### src/rtl/store_unit_pkg.sv
// Shared types and constants for the store engine: width codes, word geometry
// and the alignment rule that decides between a memory access and a rejection.
package store_unit_pkg;

  localparam int XLEN      = 32;
  localparam int NUM_LANES = XLEN / 8;

  typedef enum logic [2:0] {
    SB = 3'b000,
    SH = 3'b001,
    SW = 3'b010
  } store_funct3_t;

  // Width code is legal and the byte address is naturally aligned for it.
  function automatic logic store_legal(input logic [2:0] f3, input logic [1:0] a);
    case (f3)
      SB:      store_legal = 1'b1;
      SH:      store_legal = ~a[0];
      SW:      store_legal = (a == 2'b00);
      default: store_legal = 1'b0;
    endcase
  endfunction

endpackage

### src/rtl/store_merge.sv
// Combinational lane merge: splices the store data into the old memory word
// and reports which byte lanes were replaced.
module store_merge
  import store_unit_pkg::*;
(
  input  logic [XLEN-1:0]      old_word,
  input  logic [XLEN-1:0]      wdata,
  input  logic [2:0]           funct3,
  input  logic [1:0]           addr,
  output logic [XLEN-1:0]      merged,
  output logic [NUM_LANES-1:0] be
);

  logic [NUM_LANES-1:0][7:0] old_b, wd_b, mrg_b;
  logic [1:0]                lane_mask;

  assign old_b  = old_word;
  assign wd_b   = wdata;
  assign merged = mrg_b;

  always_comb begin
    be        = '0;
    lane_mask = 2'b00;
    case (funct3)
      SB: be = 4'b0001 << addr;
      SH: begin
        be        = addr[1] ? 4'b1100 : 4'b0011;
        lane_mask = 2'b01;
      end
      SW: begin
        be        = 4'b1111;
        lane_mask = 2'b11;
      end
      default: ;
    endcase
  end

  // Lane i takes source byte (i & mask): byte 0 for sb, the low half for sh.
  for (genvar i = 0; i < NUM_LANES; i++) begin : g_lane
    assign mrg_b[i] = be[i] ? wd_b[2'(i) & lane_mask] : old_b[i];
  end

endmodule

### src/rtl/store_unit.sv
// Multicycle store engine: read-modify-write for sb/sh, direct write for sw,
// rejection pulse for illegal or misaligned requests.
module store_unit
  import store_unit_pkg::*;
(
  input  logic        clk,
  input  logic        reset,
  input  logic        req_valid,
  output logic        req_ready,
  input  logic [2:0]  funct3,
  input  logic [31:0] addr,
  input  logic [31:0] wdata,
  output logic [31:0] mem_addr,
  input  logic [31:0] mem_rdata,
  output logic        mem_re,
  output logic        mem_we,
  output logic [31:0] mem_wdata,
  output logic [3:0]  mem_be,
  output logic        done,
  output logic        misaligned
);

  typedef enum logic [2:0] {IDLE, READ, WRITE, DONE, ERR} state_t;

  state_t      state_q, state_d;
  logic [31:0] addr_q, wdata_q, old_q;
  logic [2:0]  funct3_q;
  logic        accept;
  logic [31:0] merged;
  logic [3:0]  be;

  assign accept = req_valid && (state_q == IDLE);

  always_ff @(posedge clk or negedge reset) begin
    if (!reset) begin
      state_q  <= IDLE;
      addr_q   <= '0;
      wdata_q  <= '0;
      funct3_q <= '0;
      old_q    <= '0;
    end else begin
      state_q <= state_d;
      if (accept) begin
        addr_q   <= addr;
        wdata_q  <= wdata;
        funct3_q <= funct3;
      end
      if (state_q == READ) old_q <= mem_rdata;
    end
  end

  always_comb begin
    state_d    = state_q;
    req_ready  = 1'b0;
    mem_re     = 1'b0;
    mem_we     = 1'b0;
    done       = 1'b0;
    misaligned = 1'b0;
    case (state_q)
      IDLE: begin
        req_ready = 1'b1;
        if (req_valid) begin
          if (!store_legal(funct3, addr[1:0])) state_d = ERR;
          else if (funct3 == SW)                state_d = WRITE;
          else                                  state_d = READ;
        end
      end
      READ: begin
        mem_re  = 1'b1;
        state_d = WRITE;
      end
      WRITE: begin
        mem_we  = 1'b1;
        state_d = DONE;
      end
      DONE: begin
        done    = 1'b1;
        state_d = IDLE;
      end
      ERR: begin
        misaligned = 1'b1;
        state_d    = IDLE;
      end
      default: state_d = IDLE;
    endcase
  end

  store_merge u_merge (
    .old_word (old_q),
    .wdata    (wdata_q),
    .funct3   (funct3_q),
    .addr     (addr_q[1:0]),
    .merged   (merged),
    .be       (be)
  );

  // Write-side outputs stay quiet except while the write strobe is up.
  assign mem_wdata = mem_we ? merged : '0;
  assign mem_be    = mem_we ? be : '0;
  assign mem_addr  = (state_q == IDLE) ? '0 : {addr_q[31:2], 2'b00};

endmodule
### config.mk
export PLATFORM = sky130hd
export DESIGN_NAME = store_unit
export DESIGN_NICKNAME = d
export VERILOG_FILES = /design/src/rtl/store_unit_pkg.sv /design/src/rtl/store_merge.sv /design/src/rtl/store_unit.sv
export SDC_FILE = /design/constraint.sdc
export NUM_CORES = 1
export LEC_CHECK = 0
export ABC_CLOCK_PERIOD_IN_PS = 2400
export CAP_MARGIN = 0
export CORE_MARGIN = 5
export CORE_UTILIZATION = 30
export DETAILED_ROUTE_END_ITERATION = 16
export RECOVER_POWER = 100
export SYNTH_ARGS = -nofsm -noshare
export SYNTH_HDL_FRONTEND = slang
export SYNTH_HIERARCHICAL = 1
export SYNTH_SLANG_ARGS = --single-unit
### constraint.sdc
create_clock -name clk -period 2.4 [get_ports clk]
set_clock_uncertainty 0.2 [all_clocks]
set_input_delay 0.36 -clock clk [delete_from_list [all_inputs] [get_ports clk]]
set_output_delay 0.36 -clock clk [all_outputs]
set_load 0.02 [all_outputs]
Word-level counts from Yosys, hierarchy flattened
Index checks and enable logic that the tools add are counted.

Register bits: 102. Word-level logic and storage cells: 52.

Order comparisons: 3. Equality and inequality tests: 9. Shift operators: 1. Multiplexer cells: 28. Bitwise operators: 1. Reduce and logical (&&, ||, !) cells: 5.

Operators with widths (count): 8-bit two-way mux (9); 32-bit two-way mux (2); 8-bit binary-select mux with 2-bit select (1); 3-bit by 2-bit == test with 1-bit output, second input constant (4); 4-bit case mux with 3 select lines (1); 3-bit by 1-bit == test with 1-bit output, second input constant (3); 3-bit zero test (3); 3-bit case mux with 3 select lines (1); 4-bit two-way mux (2); 1-bit two-way mux (7); 2-bit by 3-bit less-than comparator with 1-bit output, second input constant (2); 3-bit two-way mux (2); 2-bit case mux with 2 select lines (1); 1-bit by 2-bit left shift with 4-bit output, first input constant (1); 3-bit == test, second input constant (1); 1-bit by 3-bit less-than comparator with 1-bit output, second input constant (1); 1-bit case mux with 3 select lines (1); 2-bit zero test (1); 2-bit two-way mux (1); 2-bit != test, second input constant (1); 1-bit logical AND (1); 1-bit NOT (1).

Longest topological paths before layout
Word-level depth: 7. Gate-level depth with buffers: 7. Mapped depth without buffers: 5.

Hierarchy
Netlist, hierarchy kept.

Modules (own cells, without submodules): store_unit (instances 1, cells an instance 302, area an instance 4339.2 um^2, sequential area each 2552.4 um^2); store_merge (instances 1, cells an instance 113, area an instance 840.8 um^2, sequential area each 0.0 um^2).

Least setup slack after synthesis
OpenSTA, ideal clock, no wires.

Kind: reg-to-output. From: register funct3_q[0]. To: output port mem_wdata[16]. Arrival: 1.657 ns. Slack: 0.183 ns. Stages on the path, launching flop included: 6. Path buffers: 0. Path through: dfrtp_1 nand2b_1 nor2_2 mux2_2 mux2_1 and2_1.

Word-level cells in the longest chain between the ends: 6.

Ends and longest elaborated chain: start: declaration (line store_unit.sv:27) `logic [2:0] funct3_q;`; start signal: assignment (line store_unit.sv:46) `funct3_q <= funct3;`; 3-bit by 2-bit == test with 1-bit output / 3-bit by 1-bit == test with 1-bit output (equally long branches) (line store_merge.sv:24) `case (funct3)`; 2-bit case mux with 2 select lines (line store_merge.sv:24); 8-bit two-way mux (not written as such) (2 in series) (line store_merge.sv:40) `assign mrg_b[i] = be[i] ? wd_b[2'(i) & lane_mask] : old_b[i];`; 8-bit two-way mux * (line store_merge.sv:40); net merged[16] (line store_unit.sv:29) `logic [31:0] merged;`; 32-bit two-way mux * (line store_unit.sv:98) `assign mem_wdata = mem_we ? merged : '0;`; end: declaration (line store_unit.sv:17) `output logic [31:0] mem_wdata,`.

The timed path passes the listed nets; every way through them passes the cells marked *. The select of a mux whose other input is x is not followed.

Worst setup path in the final report
From: register funct3_q[0]. To: output port mem_wdata[3].

Word-level cells in the longest chain between the ends: 4.

Ends and longest elaborated chain (line): 3-bit by 2-bit == test with 1-bit output, or another cell as far along (store_merge.sv:24); 4-bit case mux with 3 select lines * (store_merge.sv:24); 8-bit two-way mux * (store_merge.sv:40); net merged[3] (store_unit.sv:29); 32-bit two-way mux * (store_unit.sv:98).

The timed path passes the listed nets; every way through them passes the cells marked *.

==> flow_summary.ini <==
[synthesis]
netlist.area_leader.share_pct = 49.3
synth_flop_cell = sky130_fd_sc_hd__dfrtp_1
synth_area_per_cell_um2 = 12.5
post_synthesis_cell_area_um2 = 5180
synth_enable_flop_cells = 0
number_of_distinct_library_cells_after_synthesis = 37
sequential_element_share_of_the_synthesized_area_pct = 49.3
synth_top_cell_by_area = sky130_fd_sc_hd__dfrtp_1
synth.top_cells.by_area = sky130_fd_sc_hd__dfrtp_1 49%, sky130_fd_sc_hd__mux2_2 22%, sky130_fd_sc_hd__mux2_1 5.9%
synth.yosys.warnings = 6
netlist_instances = 415
asyncSetResetFlopFracSynth_pct = 100
ys_ff_latch = 102
synth.cells.most_frequent = 102 x sky130_fd_sc_hd__dfrtp_1, 100 x sky130_fd_sc_hd__mux2_2, 37 x sky130_fd_sc_hd__and2_1
synthMostInstantiatedCell = sky130_fd_sc_hd__dfrtp_1

[placement]
dp_slack_ps = -301
detailed_place_hpwl_um = 11800
gp_routability_congestion = 0.752
place_area_um2 = 7470
buffer_ports.inserted = 172

[power]
total_leakage_power_nw = 3.59
intPower_mw = 7.68
net-switching-power_mw = 4.84
cellPowerDensity_nw_per_um2 = 1520
power.share.sequential_pct = 25.8
fraction_of_power_spent_switching_nets_pct = 38.7
peakVddDrop_mv = 0.746
clkPwrFrac_pct = 11.1
power_frac_comb_pct = 63.1

[worst_setup_path]
worst_ep_arrival_time_ps = 2070
worstSetupStartpointType = flop
critical_path_peak_fanout = 5
reg2reg_from = state_q[1]$_DFFE_PN0P_
r2r_cells = 4
critical_path.cell_chain = buf_6 > nand2b_4 > nor2b_4 > o21ai_4 > buf_12 > mux2_4 > and2_4 > buf_6
timing.critical_path.max_delay_family = buffers and inverters
crit_slowest_cell = sky130_fd_sc_hd__dfrtp_1
crit_buf_inv = 3
worst_path_largest_cell_delay_ps = 410
r2r_end = addr_q[24]$_DFFE_PN0P_
regToRegSetupSlack_ps = 140
end_kind = output pin
timing.critical_path.mode_cell = sky130_fd_sc_hd__buf_6
critical_path_class = flop to output pin
worst_ep_required_time_ps = 1840

[min_path]
hold_path.startpoint = addr_q[9]$_DFFE_PN0P_
holdCritPathClass = flop to flop
worstHoldEndpoint = addr_q[9]$_DFFE_PN0P_
whs_path_depth = 1

[sta]
finalSetupViolCount = 39
worst_slew_pin_slew_ps = 889
layout_worst_path_cycle_share_pct = 110
timing.final.hold_violations = 0
setup_slack_ps = -231
post_route_minimum_period_ps = 2630
max_transition_margin_pct = 40.7
max_freq_mhz = 380
report.final.slew_viol_count = 0
rsz0062_at_grt = yes

[cts]
clock_insertion_delay_worst_skew_ps = 340
cts.reportedPaths.clkPinSlew_ps = 70
cts_root_buf = sky130_fd_sc_hd__clkbuf_16
cts.sinks = 102
htree_num_levels = 3
clk_path_buf_depth = 2
cts_made_buffers = 9
cts_tree = yes

[global_route]
first_global_vias = 4550
grt_remaining_overflow = 0
grt_max_degree = 43
antenna_found_initial = 0
grt_pass1_wl_um = 25000
global_route.usage.total_pct = 16.1

[drt]
vias = 3998
antenna_violating_nets_left = 0
post_drt_via_cell_ratio = 4.59
drtIter0Drc = 140
routed_wl_um = 16300
wl_per_cell_um = 18.7
drc = 0
drt-pass1-iter-count = 4

[final_layout]
final_layout_size_suffix_gt1_share_pct = 48.5
finalCoreUtilization_pct = 48.1
multi_input_comb_area_um2 = 2810
areaGrowthSynthToFinish_pct = 58.9
post_layout_net_count = 743
sequential_cell_area_um2 = 2550
fillerInstances = 1550
antenna-diode-count = 0
final_design_area_no_fill_um2 = 8230

[die]
core_area_um2 = 17100
initial_utilization_pct = 30.3
die_outline_height_um = 141
die_footprint_um2 = 20000
placementRows = 48
die_w_um = 141
ioPinCount = 175

[run]
maxCapViolCount = 0

[status]
outcome = finished, violations left
failed_checks = negative setup slack
[metal layers]
metal  GRT usage [%]  vias up  routed length, um
met1            19.8     1959               6860
met5               0        -                  0
met3            6.10       12               1390
met2            26.6      129               7860
met4            4.19        0                213
li1                -     1898                  -
[layout make-up]
class | instances | share of cell area, %
repair buffers | 243 | 27.9
inverters | 3 | 0.137
clock inverters | 5 | 0.426
multi-input cells | 282 | 34.1
clock buffers | 11 | 2.95
well taps | 225 | 3.42
flip-flops and latches | 102 | 31.0
[logic make-up (layout without fill, tap and decap cells)]
logic type	count (synthesis)	in the layout	synth area share, %
buf+inv	32	262	3.60
simple gates	103	103	12.6
flops	102	102	49.3
mux	135	135	29.2
compound gates	42	42	5.31
other cells	1	2	0.0724
[timing repair]
item                                   4_1_cts  5_1_grt
pin swaps                                   14       21
setup endpoints to repair                   69       55
endpoints found under the hold margin       30        0
hold buffers                                 1        0
setup buffers                                9       12
gates cloned                                 2        3
resized for setup                          292      126
[sequential cells by signal, summed over array words and instances, names as in the netlist]
register,count
funct3_q,3
state_q,3
wdata_q,32
addr_q,32
old_q,32
[cell usage in the layout (no fill, tap or decap), types with 3 or more instances in the layout]
cell	n
sky130_fd_sc_hd__dfrtp_1	101
sky130_fd_sc_hd__clkdlybuf4s50_1	101
sky130_fd_sc_hd__mux2_2	84
sky130_fd_sc_hd__buf_6	42
sky130_fd_sc_hd__buf_4	40
sky130_fd_sc_hd__nor2b_1	30
sky130_fd_sc_hd__clkbuf_2	25
sky130_fd_sc_hd__mux2_4	24
sky130_fd_sc_hd__and2_4	21
sky130_fd_sc_hd__mux2_1	19
sky130_fd_sc_hd__and2_1	15
sky130_fd_sc_hd__nand2_1	14
sky130_fd_sc_hd__clkdlybuf4s15_1	11
sky130_fd_sc_hd__clkbuf_16	9
sky130_fd_sc_hd__buf_12	7
sky130_fd_sc_hd__clkbuf_1	5
sky130_fd_sc_hd__a21oi_4	5
sky130_fd_sc_hd__a21oi_2	5
sky130_fd_sc_hd__o31ai_1	5
sky130_fd_sc_hd__mux2i_1	5
sky130_fd_sc_hd__clkinvlp_4	4
sky130_fd_sc_hd__clkbuf_4	4
sky130_fd_sc_hd__nor2b_4	4
sky130_fd_sc_hd__o22ai_2	4
sky130_fd_sc_hd__o22ai_1	4
sky130_fd_sc_hd__o21ai_1	4
sky130_fd_sc_hd__nor3b_1	3
sky130_fd_sc_hd__buf_2	3
sky130_fd_sc_hd__nand2b_4	3
sky130_fd_sc_hd__nand2_2	3
sky130_fd_sc_hd__o21ai_2	3
sky130_fd_sc_hd__mux2i_2	3
[power by group through the flow]
stage | registers, mW | clock network [mW] | logic [mW]
2_1_floorplan | 2.99 | 0 | 3.96
3_5_place_dp | 3.20 | 0 | 6.72
3_3_place_gp | 3.16 | 0 | 6.64
6_report | 3.23 | 1.39 | 7.90
4_1_cts | 3.20 | 1.44 | 7.31
5_1_grt | 3.35 | 1.51 | 8.45
[metrics by stage]
stage,setup TNS [ps],std cells,power (mW),hold slack [ps]
after floorplan,0,416,6.96,-136
after global placement,-6390,831,9.79,137
after detailed placement,-7030,831,9.92,145
after CTS,-6880,859,12.0,287
after global routing,-10250,871,13.3,307
final,-5660,871,12.5,282
[how the worst max path moves through the flow]
| stage | endpoint | cells past startpoint | slack, ps | start |
|---|---|---|---|---|
| finish | mem_wdata[3] | 8 | -230 | funct3_q[0]$_DFFE_PN0P_ |
| global route | mem_wdata[3] | 8 | -310 | funct3_q[0]$_DFFE_PN0P_ |
| CTS | mem_wdata[0] | 9 | -340 | funct3_q[0]$_DFFE_PN0P_ |
| detailed placement | mem_wdata[22] | 7 | -300 | funct3_q[0]$_DFFE_PN0P_ |
| global placement | mem_wdata[18] | 7 | -260 | funct3_q[0]$_DFFE_PN0P_ |
| floorplan | mem_wdata[16] | 5 | 180 | funct3_q[0]$_DFFE_PN0P_ |
No activity file was read; power rests on OpenSTA's default activity.
